[src/rtl/rv_upsizer.sv]
// Ready/valid width upsizer: packs Ratio narrow beats (lane 0 first) into one
// wide word, with in_last flushing a partial word and out_keep marking valid lanes.
module rv_upsizer #(
    parameter int DataWidth = 8,
    parameter int Ratio     = 4
) (
    input  logic                       clk,
    input  logic                       rst,
    input  logic                       in_valid,
    output logic                       in_ready,
    input  logic [DataWidth-1:0]       in_data,
    input  logic                       in_last,
    output logic                       out_valid,
    input  logic                       out_ready,
    output logic [DataWidth*Ratio-1:0] out_data,
    output logic [Ratio-1:0]           out_keep,
    output logic                       out_last
);

    localparam int CntW  = $clog2(Ratio);
    localparam int WordW = DataWidth * Ratio;

    logic [WordW-1:0] acc;
    logic [CntW-1:0]  cnt;
    logic             accept;
    logic             complete;
    logic [WordW-1:0] word_next;
    logic [Ratio-1:0] keep_next;

    // A word may only be taken when the holding register is empty or draining now.
    assign in_ready = !rst && (!out_valid || out_ready);
    assign accept   = in_valid && in_ready;
    assign complete = accept && ((cnt == CntW'(Ratio - 1)) || in_last);

    // NOTE: every combinational output gets a default first so no latch is inferred.
    always_comb begin
        word_next = '0;
        keep_next = '0;
        for (int k = 0; k < Ratio; k++) begin
            if (k == int'(cnt)) begin
                word_next[k*DataWidth +: DataWidth] = in_data;
                keep_next[k]                        = 1'b1;
            end else if (k < int'(cnt)) begin
                word_next[k*DataWidth +: DataWidth] = acc[k*DataWidth +: DataWidth];
                keep_next[k]                        = 1'b1;
            end
        end
    end

    // NOTE: sequential state uses non-blocking assignments so all registers update together.
    always_ff @(posedge clk or posedge rst) begin
        if (rst) begin
            acc       <= '0;
            cnt       <= '0;
            out_valid <= 1'b0;
            out_data  <= '0;
            out_keep  <= '0;
            out_last  <= 1'b0;
        end else begin
            if (complete) begin
                out_data  <= word_next;
                out_keep  <= keep_next;
                out_last  <= in_last;
                out_valid <= 1'b1;
                acc       <= '0;
                cnt       <= '0;
            end else begin
                if (out_valid && out_ready) begin
                    out_valid <= 1'b0;
                end
                if (accept) begin
                    for (int k = 0; k < Ratio; k++) begin
                        if (k == int'(cnt)) begin
                            acc[k*DataWidth +: DataWidth] <= in_data;
                        end
                    end
                    cnt <= cnt + CntW'(1);
                end
            end
        end
    end

endmodule

[config.mk]
export PLATFORM = sky130hd
export DESIGN_NAME = rv_upsizer
export DESIGN_NICKNAME = d
export VERILOG_FILES = /design/src/rtl/rv_upsizer.sv
export SDC_FILE = /design/constraint.sdc
export NUM_CORES = 1
export LEC_CHECK = 0
export BUFFER_PORTS_ARGS = -buffer_cell sky130_fd_sc_hd__buf_2
export CORE_ASPECT_RATIO = 0.5
export CORE_UTILIZATION = 33
export CTS_CLUSTER_SIZE = 25
export DETAILED_ROUTE_END_ITERATION = 10
export PLACE_DENSITY = 0.65
export SETUP_SLACK_MARGIN = 0.5
export SLEW_MARGIN = 20
export SYNTH_ARGS = -nofsm -noshare
export SYNTH_HDL_FRONTEND = slang
export SYNTH_SLANG_ARGS = --single-unit
[constraint.sdc]
create_clock -name clk -period 1.75 [get_ports clk]
set_input_delay 0.175 -clock clk [delete_from_list [all_inputs] [get_ports clk]]
set_output_delay 0.175 -clock clk [all_outputs]
set_load 0.02 [all_outputs]
==> results of run 1 <==
## worst max-delay path, stage by stage, from the launching register on
cell and delay (ns):
dfrtp_2 0.45, ha_4 0.20, nor2_4 0.17, nor3_4 0.06, buf_6 0.14, buf_8 0.14, mux2_4 0.30
## layout make-up
class	count	area, um^2
inverters	4	21.27
clock inverters	3	40.04
multi-input cells	120	1297
fillers	701	4128
clock buffers	13	260.3
flip-flops and latches	64	1605
well taps	112	140.1
repair buffers	83	565.5
## cell usage after synthesis (all sizes together)
cell,number,area [um^2]
dfrtp,64,1602
a22o,48,420.4
mux2,32,360.4
buf,11,66.31
o21ai,6,30.03
ha,5,62.56
clkbuf,4,15.01
inv,4,15.01
nor2b,4,25.02
and4,3,26.28
nand2b,3,18.77
nor2,3,13.77
o311ai,3,33.79
nand2,2,7.510
nand3,2,10.01
o31ai,2,15.01
a21o,1,7.510
and3,1,6.260
nand4,1,6.260
nor3,1,16.27
or3,1,6.260
## power by group through the flow
stage                     clock [W]  sequential, W  combinational [W]
after floorplan                   0        0.00222           0.000600
after global placement            0        0.00197            0.00124
after detailed placement          0        0.00199            0.00126
after CTS                   0.00181        0.00198            0.00147
after global routing        0.00189        0.00203            0.00165
final                       0.00180        0.00199            0.00155
## worst min path at each step
stage	from	to	cells after the start
detailed placement	rst	acc[22]	3
finish	in_data[6]	acc[14]	2
global placement	rst	out_keep[2]	3
global route	in_data[0]	acc[16]	2
floorplan	rst	acc[0]	1
CTS	in_data[6]	acc[14]	2
## metrics by stage
stage | hold slack [ns] | cell area, um^2 | power [W] | utilization (%)
finish | 0.2313 | 3930 | 0.005342 | 48.77
global route | 0.2339 | 3930 | 0.005570 | 48.77
CTS | 0.2088 | 3801 | 0.005256 | 47.17
detailed placement | 0.3083 | 3237 | 0.003253 | 40.17
global placement | 0.2962 | 3237 | 0.003209 | 40.17
floorplan | 0.3063 | 2850 | 0.002820 | -
## logic make-up (layout without fill, tap and decap cells)
logic type / after synthesis / count (layout) / share of synthesized area [%]
AND/OR/NAND/NOR: 21 / 23 / 4.935
multiplexers: 32 / 32 / 13.04
flip-flops: 64 / 64 / 57.94
adder cells (fa/ha/maj): 5 / 5 / 2.263
AO/OA/AOI/OAI: 60 / 60 / 18.33
buffers and inverters: 19 / 103 / 3.485
## registers in the layout, indices dropped and copies added (netlist names)
register / count
out_data: 32
out_keep: 4
out_last: 1
cnt: 2
acc: 24
out_valid: 1
## what timing repair did
action / in CTS / in global routing
setup endpoints to repair: 63 / 65
pin swaps: 10 / 8
gates cloned: 4 / 1
buffers inserted: 12 / 3
hold buffers: 1 / 0
hold endpoints to repair: 27 / 0
gates resized for setup: 42 / 28
## per-layer routing
| layer | vias to the layer above | GRT usage, % | part of all wire (%) |
|---|---|---|---|
| met5 | - | 0 | 0 |
| met4 | 0 | 9.012 | 2.2 |
| met3 | 14 | 5.403 | 4.8 |
| met2 | 53 | 28.97 | 46 |
| met1 | 1105 | 23.24 | 47 |
| li1 | 926 | - | - |
==> flow_results.org, run 1 <==
** Clock network
- Clock latency of the later-clocked register in the worst-skew pair :: 0.33 ns
- The tree is rooted in a clkbuf_16.
- TritonCTS built the clock tree.
- Num Clock Sinks :: 64
- In this run, CTS created clock tree buffers numbering 9.
- The clock passes through at most 2 buffers.
- H-tree levels :: 3
- Clock slew at reported path FFs :: 0.05 ns

** Routing
- Drt first-iter violations :: 120
- Using the TritonRoute via totals, the vias-per-cell ratio works out to approximately 5.3.
- DRC violation count after routing :: 0
- The routed layout has 2098 vias.
- Count of nets left with antenna violations after detail routing :: 0
- Detailed-routing iteration count for the pre-antenna-repair pass :: 4
- Final wirelength :: 7.730 mm
- Per-cell routed wire length :: 19.37 um

** Worst setup path
- STA puts the critical path data required time at 1.96 ns.
- The worst register-to-register path has a setup slack of 0.15 ns.
- The worst setup path is launched from a flop.
- In this run the critical register-to-register path is launched from cnt[1].
- Depth of the worst register-to-register path :: 6
- Of all nets on the critical path, the largest fanout is 7.
- Worst Setup EP :: out_data[3]
- CP startpoint :: cnt[1]
- Critical path data arrival time :: roughly 1.8 ns
- Critical path endpoint category :: flop
- Destination of the worst register-to-register timing path :: out_data[3]
- Crit Path Category :: flop to flop

** STA
- Setup violations remaining at the end of the flow were counted as 0.
- Measured against its own limit, the worst slew margin works out to slightly below 70%.
- In the final timing run, aggregate negative setup slack is 0 ns.
- Number of pins exceeding their max-slew limit in the final report :: 0
- For this run, the top clock speed supported by timing is 0.6259 GHz.
- The clock arrives with between 0.003 and 0.004 ns of skew.
- Setup repair after global routing could not meet its margin everywhere.
- Of the available clock period, the critical path in the final layout requires 91.30%.
- At the pin with the least slew margin, the transition time is 0.4805 ns.
- The final number of hold-violating endpoints came to 0.
- Post-layout minimum cycle time :: 1.598 ns
- Setup slack closes at 0.1523 ns.

** Placement
- At the end of routability-driven placement, the weighted congestion stood at 0.8507.
- In this run, placement finished with an instance count of roughly 360.
- At the placement stage, the worst setup path has a slack of 0.08808 ns.
- Port buffering added between 50 and 60 buffers.
- Placed wire-length estimate :: 4.472 mm

** Power
- Share of total power in sequential cells :: a little under two fifths
- Net switching power :: 0.001630 W
- Clock share of power :: around 34%
- Internal Dissipation :: 0.003712 W
- Power Density :: between 1000 and 1500 nW/um^2
- LEAKAGE :: between 1.5 and 2 nW
- Relative contribution of combinational cells to total power :: 29.1%
- Maximum vdd ir drop :: 0.6418 mV
- Fraction of power spent switching nets :: 30.51%

** Cells and area
- The finished layout holds 399 standard cells, fillers aside.
- Inserted Diodes :: 0
- In the layout the commonest cells are 61 x dfrtp_1, 51 x buf_2, 48 x a22o_1.
- Share of final-layout standard cells stronger than drive strength 1 :: 53.66%
- Synth-to-layout area growth :: 42.19%
- Leaving out fill and tap cells, the most frequent cell in the layout is dfrtp_1.
- The net count of the finished layout is 300.

** Synth
- Synth warn :: 0
- Summing every instance area after synthesis gives 2764 um^2.
- Post-synthesis cell count :: approximately 200
- Synthesis inferred 64 register bits.
- The netlist uses 27 different library cells.
- Synthesized netlist net count :: between 200 and 250
- Synthesized area per cell :: ~14 um^2
- Of the synthesized area, sequential elements account for 57.94%.

** Die
- The floorplan has 23 rows.
- The die is around 130 um wide.
- Area inside the core boundary :: 8058 um^2
- Effective utilization at floorplan :: 34.30%
- The floorplan step defined a die boundary enclosing 8768 um^2.
- Pin placement for this block handled 52 I/O pins.
- Die boundary height :: 66.72 um

** GRT
- Global-route wire length before repair :: ~12 mm
- Number of global-route vias before repair :: 2188
- Overall routing resource usage :: 18.32%
- Entering global routing, the biggest net connects 38 pins.
- Antenna violations before repair :: 0
- After global routing the overflow that remains totals 0.

** Status
- Run status :: complete, no violations

** Min path
- Class of the worst hold path :: input pin to flop

** Run
- Across the run, the number of max-cap violations was 0.
No activity file was read; power rests on OpenSTA's default activity.
==> run 2, diff against run 1 <==
--- a/config.mk
+++ b/config.mk
@@ -7,10 +7,10 @@
 export LEC_CHECK = 0
 export BUFFER_PORTS_ARGS = -buffer_cell sky130_fd_sc_hd__buf_2
 export CORE_ASPECT_RATIO = 0.5
-export CORE_UTILIZATION = 33
+export CORE_UTILIZATION = 49
 export CTS_CLUSTER_SIZE = 25
 export DETAILED_ROUTE_END_ITERATION = 10
-export PLACE_DENSITY = 0.65
+export PLACE_DENSITY = 0.86
 export SETUP_SLACK_MARGIN = 0.5
 export SLEW_MARGIN = 20
 export SYNTH_ARGS = -nofsm -noshare
==> flow_results.org, run 2 (synthesis results as in run 1) <==
** Status
- The run finished with clean final reports.

** STA
- Across all hold checks on the routed design, the worst slack comes to 0.2260 ns.
- Setup repair after global routing could not meet its margin everywhere.
- For the final database, setup skew stands at 0.009737 ns.
- Post-layout minimum cycle time :: ~1.7 ns
- Maximum achievable frequency :: 0.5826 GHz
- Actual slew at the worst max-slew pin :: 0.4344 ns
- The number of pins with negative max-slew slack in the final report came to 0.
- Final Hold Fails :: 0
- After layout, the worst path uses 98.09% of the clock period.
- Setup total negative slack :: 0 ns
- Final number of setup-violating endpoints :: 0
- In this run the tightest slew margin relative to its limit is 71.04%.

** Worst setup path
- On the worst path, the slowest cell contributes a delay of 0.48 ns.
- Data on the critical path is required at its endpoint by roughly 2.0 ns.
- The setup path with the least slack is of type flop to flop.
- The worst register-to-register path begins at cnt[1].
- STA classifies the critical path startpoint as a flop.
- Critical path data arrival time :: 1.91 ns
- CP startpoint :: cnt[1]
- Peak fanout along the critical path :: 8
- Critical path endpoint category :: flop
- The slowest stage of the critical path belongs to the cell dfrtp_2.
- Ordered cell list for the critical path :: inv_4 > ha_2 > nor2b_1 > buf_4 > a22o_1 > mux2_1

** Clock network
- After clock tree synthesis, the clock-pin slew on the worst setup and hold paths is 0.06 ns.
- The clock reaches the later pin of the worst-skew pair after approximately 0.33 ns.
- Num Clock Sinks :: 64
- Clock tree from TritonCTS :: built
- CTS placed an instance of clkbuf_16 at the clock tree root.
- The clock passes through at most 2 buffers.
- In this run, CTS created clock tree buffers numbering 9.
- The H-tree generated during clock tree synthesis spans 3 levels.

** Die
- Row generation in the floorplan step produced 18 rows.
- Total Die Area :: 5963 um^2
- The die is 108.2 um wide.
- The region available for standard cell placement spans 5180 um^2.
- Die boundary height :: 55.11 um
- For this configuration, the core starts out at a cell density of 53.36%.
- During I/O placement, the number of pins put on the boundary was 52.

** Placement
- At the end of routability-driven placement, the weighted congestion stood at approximately 0.9.
- Input and output buffers added on the ports amount to just over 50.
- Placed wire-length estimate :: between 4 and 5 mm

** Cells and area
- Register containing the most flip-flops in the final layout :: out_data
- The top cell types in the final layout, fill and taps aside, are 61 x dfrtp_1, 50 x buf_2, 48 x a22o_1.
- Leaving out fill and tap cells, the most frequent cell in the layout is dfrtp_1.
- Compared with the post-synthesis result, the final layout area differs by 41.56%.
- In the final layout, the registers with the most flip-flops are out_data x32, acc x24, out_keep x4.
- 0 antenna diodes ended up in the layout.
- Net count reported at finish :: 304
- Share of final-layout standard cells stronger than drive strength 1 :: 51.72%
- The register with the most flip-flops in the layout has 32 of them.

** Power
- Maximum vdd ir drop :: 0.7732 mV
- In this run the power density over the cells is 1409 nW/um^2.
- Summed over all cells, the static leakage comes to 1.958 nW.

** Min path
- Origin of the worst min-delay path :: in_data[2]
- Class of the worst hold path :: input pin to flop

** Run
- The tool flagged a number of max-cap violations equal to 0.

** GRT
- Global-route wire length before repair :: 12.56 mm
- The number of global-route vias before repair was 2231.
- Antenna violations before repair :: 0
- Overall routing resource usage :: 30.28%
- Entering global routing, the biggest net connects 33 pins.
- Total congestion overflow after global routing :: 0

** Routing
- DRC violation count after routing :: 0
- Detailed-route vias per instance :: 6.753
- The detail route stage leaves a number of antenna-violating nets equal to 0.
- The routed layout has 2431 vias.
- Drt first-iter violations :: about 220
- The routed design has 9.501 mm of wire.
- The first TritonRoute pass finished after 5 iterations.
- Dividing the detail-routed wire length by the instance count gives between 20 and 30 um.
## run 2: cell count changes in the layout (fill, tap and decap cells not counted), moves of 3 or more
cell	previous run	this run
buf_12	0	3
mux2_1	2	14
mux2_2	9	12
buf_6	12	17
buf_8	3	0
mux2_4	21	6
## run 2: cell type report
cell class | count | area (um^2)
flip-flops and latches | 64 | 1605
repair buffers | 87 | 631.9
clock inverters | 4 | 45.04
inverters | 4 | 23.77
fillers | 267 | 1267
well taps | 70 | 87.58
clock buffers | 11 | 242.7
multi-input cells | 120 | 1276
## run 2: power breakdown
part | internal, W | switching [W]
clock | 0.00112 | 0.000635
sequential | 0.00179 | 0.000239
combinational | 0.000796 | 0.000924
total | 0.00371 | 0.00180
## run 2: critical path, delay by kind of cell (launching register included)
kind / cells / cell delay [ns]
multiplexers: 1 / 0.32
flip-flops: 1 / 0.48
adder cells (fa/ha/maj): 1 / 0.21
AO/OA/AOI/OAI: 1 / 0.21
AND/OR/NAND/NOR: 1 / 0.07
buffers and inverters: 2 / 0.29
## run 2: timing repair
item                                    in CTS  in global routing
hold buffers                                 1                  0
endpoints found under the setup margin      64                 65
cloned                                       3                  0
pin swaps                                    8                 13
endpoints found under the hold margin       14                  0
buffers inserted                            13                 10
resized for setup                           31                 29
## run 2: metrics by stage
step / cells / worst slack (ns) / util (%) / power, W / instance area [um^2]
final: 360 / 0.03346 / 75.53 / 0.005512 / 3913
after detailed placement: 318 / 0.07683 / 61.43 / 0.003244 / 3182
after floorplan: 201 / 0.1456 / - / 0.002820 / 2850
after CTS: 350 / 0.1742 / 71.67 / 0.005181 / 3712
after global routing: 360 / 0.01250 / 75.53 / 0.005665 / 3913
after global placement: 318 / 0.1642 / 61.43 / 0.003183 / 3182
## run 2: worst paths after layout
kind | cells after the start | slack (ns) | to
hold / removal | 2 | 0.23 | acc[2]
min in group asynchronous | 3 | 0.48 | acc[23]
setup / recovery | 6 | 0.03 | out_data[9]
setup reg to reg | 6 | 0.03 | out_data[9]
max in group asynchronous | 4 | 0.72 | acc[11]
hold reg to reg | 1 | 0.48 | out_data[17]
## run 2: metal layers
layer / wire length, um / global-route usage (%) / up-vias
li1: - / - / 939
met3: 1193 / 12.06 / 49
met1: 3879 / 38.54 / 1208
met5: 0 / 0 / -
met4: 390 / 14.84 / 0
met2: 4038 / 45.97 / 235
==> run 3, diff against run 2 <==
--- a/config.mk
+++ b/config.mk
@@ -7,10 +7,11 @@
 export LEC_CHECK = 0
 export BUFFER_PORTS_ARGS = -buffer_cell sky130_fd_sc_hd__buf_2
 export CORE_ASPECT_RATIO = 0.5
+export CORE_MARGIN = 5
 export CORE_UTILIZATION = 49
 export CTS_CLUSTER_SIZE = 25
 export DETAILED_ROUTE_END_ITERATION = 10
-export PLACE_DENSITY = 0.86
+export PLACE_DENSITY = 0.75
 export SETUP_SLACK_MARGIN = 0.5
 export SLEW_MARGIN = 20
 export SYNTH_ARGS = -nofsm -noshare
==> flow_results.org, run 3 (synthesis results as in run 1) <==
** Die
- Effective utilization at floorplan :: 50.55%
- The initialized floorplan defines 19 standard-cell rows.
- The die is roughly 120 um wide.
- The total area inside the core boundary comes to 5468 um^2.
- Pin placement for this block handled 52 I/O pins.
- The floorplan step set the die height to 63.11 um.
- Total Die Area :: 7334 um^2

** Cells and area
- The number of antenna diodes in the final layout is 0.
- The register with the most flip-flops in the layout has 32 of them.
- From synthesis to final layout, the design area changed by 42.64%.
- Register containing the most flip-flops in the final layout :: out_data
- At the end of the flow, the number of nets in the layout was roughly 300.
- Share of final-layout standard cells stronger than drive strength 1 :: 54.17%
- Leading registers by flop count :: out_data x32, acc x24, out_keep x4
- Most common library cell in the layout ignoring fill and taps :: dfrtp_1
- Core occupancy in the finished layout :: 72.11%
- Excluding fillers, the count of instances in the completed layout stands at 361.
- Most frequent cells in the layout :: 61 x dfrtp_1, 50 x buf_2, 48 x a22o_1
- The filler cells instantiated in the layout total 340.

** GRT
- Global-route wire length before repair :: 12.04 mm
- Number of global-route vias before repair :: 2230
- Overall routing resource usage :: 21.46%
- Entering global routing, the biggest net connects 33 pins.
- Antenna violations before repair :: 0
- Total congestion overflow after global routing :: 0

** Power
- Clock share of power :: 31.4%
- Power Density :: 1373 nW/um^2
- LEAKAGE :: 1.954 nW
- The internal power of the cells totals about 0.0037 W.
- For this design the total switching power over the nets is 0.001695 W.
- Fraction of power spent switching nets :: 31.32%
- The share of total power dissipated in combinational logic is 31.7%.
- Maximum vdd ir drop :: 0.6654 mV
- Share of total power in sequential cells :: 36.8%

** Worst setup path
- Critical path data arrival time :: roughly 1.9 ns
- The worst setup path is captured at a flop.
- CP startpoint :: cnt[0]
- Startpoint class of the critical path :: flop
- In this run the worst path has a maximum fanout of 8.
- Crit Path Category :: flop to flop
- STA puts the critical path data required time at 1.95 ns.
- Startpoint of the lowest-slack register-to-register path :: cnt[0]

** Clock network
- The clock reaches the later pin of the worst-skew pair after between 0.3 and 0.4 ns.
- Clock tree from TritonCTS :: built
- TritonCTS Buffers :: 9
- Clock slew at reported path FFs :: 0.05 ns
- CTS saw 64 sinks.
- CTS built an H-tree with a depth of 3.
- In this run the deepest clock path goes through 2 buffers.
- Cell at the root of the clock tree :: clkbuf_16

** STA
- Final Hold Fails :: 0
- Post-layout minimum cycle time :: about 1.7 ns
- The worst pin sits at a relative slew slack of 74.98%.
- Setup violations remaining at the end of the flow were counted as 0.
- The number of pins with negative max-slew slack in the final report was 0.
- Maximum achievable frequency :: 0.6001 GHz
- RSZ-0062 raised after global routing :: yes
- At the pin with the least slew margin, the transition time is 0.3745 ns.
- For the final database, setup skew stands at between 0.008 and 0.009 ns.
- Setup total negative slack :: 0 ns
- Of the available clock period, the critical path in the final layout requires 95.23%.

** Placement
- The HPWL after detailed placement is 4.295 mm.
- Including well taps, the total number of placed cells is 321.
- Port Buffer Count :: 51
- Routability-driven placement finished with a final weighted congestion of approximately 0.76.

** Routing
- Detailed-route vias per instance :: approximately 6
- Final wirelength :: ~8.8 mm
- The final route contains 2225 vias.
- In this run the remaining antenna-violating nets after routing total 0.
- In the final routed layout, each cell accounts on average for approximately 24 um.
- Drt first-iter violations :: roughly 230
- Detailed-routing iteration count for the pre-antenna-repair pass :: 5
- DRC violation count after routing :: 0

** Status
- Run status :: complete, no violations

** Min path
- The min-delay analysis places its worst path in the category input pin to flop.
- Origin of the worst min-delay path :: in_data[3]

** Run
- MaxCap Viol Count :: 0
run 3: cell count changes in the layout (fill, tap and decap cells not counted), sizes merged:
cell	change
clkbuf	+1
buf	-3
run 3: path summary, 6_finish.rpt:
kind / endpoint / cells after the start / slack (ns)
setup reg to reg: out_data[20] / 6 / 0.08
hold reg to reg: out_data[12] / 1 / 0.48
setup / recovery: out_data[20] / 6 / 0.08
min in group asynchronous: out_keep[1] / 3 / 0.48
max in group asynchronous: out_valid / 4 / 0.69
hold / removal: out_data[27] / 2 / 0.24
run 3: final cells by class:
| type | instances | area, um^2 | area share (%) |
|---|---|---|---|
| multi-input cells | 120 | 1328 | 33.67 |
| well taps | 73 | 91.34 | 2.317 |
| repair buffers | 84 | 615.6 | 15.61 |
| flip-flops and latches | 64 | 1605 | 40.72 |
| inverters | 4 | 21.27 | 0.5395 |
| clock inverters | 4 | 45.04 | 1.142 |
| clock buffers | 12 | 236.5 | 5.998 |
run 3: timing repair:
item	CTS	global route
endpoints found under the setup margin	64	65
endpoints found under the hold margin	13	0
buffers inserted	10	9
cloned	3	1
pin swaps	9	11
resized for setup	39	40
hold buffers	1	0
run 3: worst max-delay path, cell delays in order (launching register included):
cell     delay, ns
dfrtp_2       0.47
inv_4         0.12
ha_4          0.20
nor2b_1       0.08
buf_4         0.17
a22o_1        0.23
mux2_4        0.27
run 3: per-stage QoR:
step	worst slack (ns)	area [um^2]	hold WS [ns]	power, W
after floorplan	0.1456	2850	0.3063	0.002820
after global placement	0.1195	3186	0.1930	0.003198
after detailed placement	0.02985	3186	0.1982	0.003238
after CTS	0.1633	3717	0.2226	0.005092
after global routing	0.06465	3943	0.2419	0.005635
final	0.08355	3943	0.2407	0.005414
run 3: power by group through the flow:
stage               logic [W]  registers [W]  clock network, W
floorplan            0.000600        0.00222                 0
global placement      0.00123        0.00197                 0
finish                0.00172        0.00199           0.00170
detailed placement    0.00126        0.00198                 0
global route          0.00180        0.00204           0.00179
CTS                   0.00142        0.00197           0.00170
run 3: layer usage:
metal | share of wire [%] | vias to the layer above | GRT usage [%] | routed length (um)
met1 | 41 | 1117 | 29.17 | 3600
met5 | 0 | - | 0 | 0
met3 | 9.2 | 32 | 6.501 | 810
li1 | - | 936 | - | -
met2 | 47 | 140 | 33.60 | 4124
met4 | 2.6 | 0 | 5.789 | 232
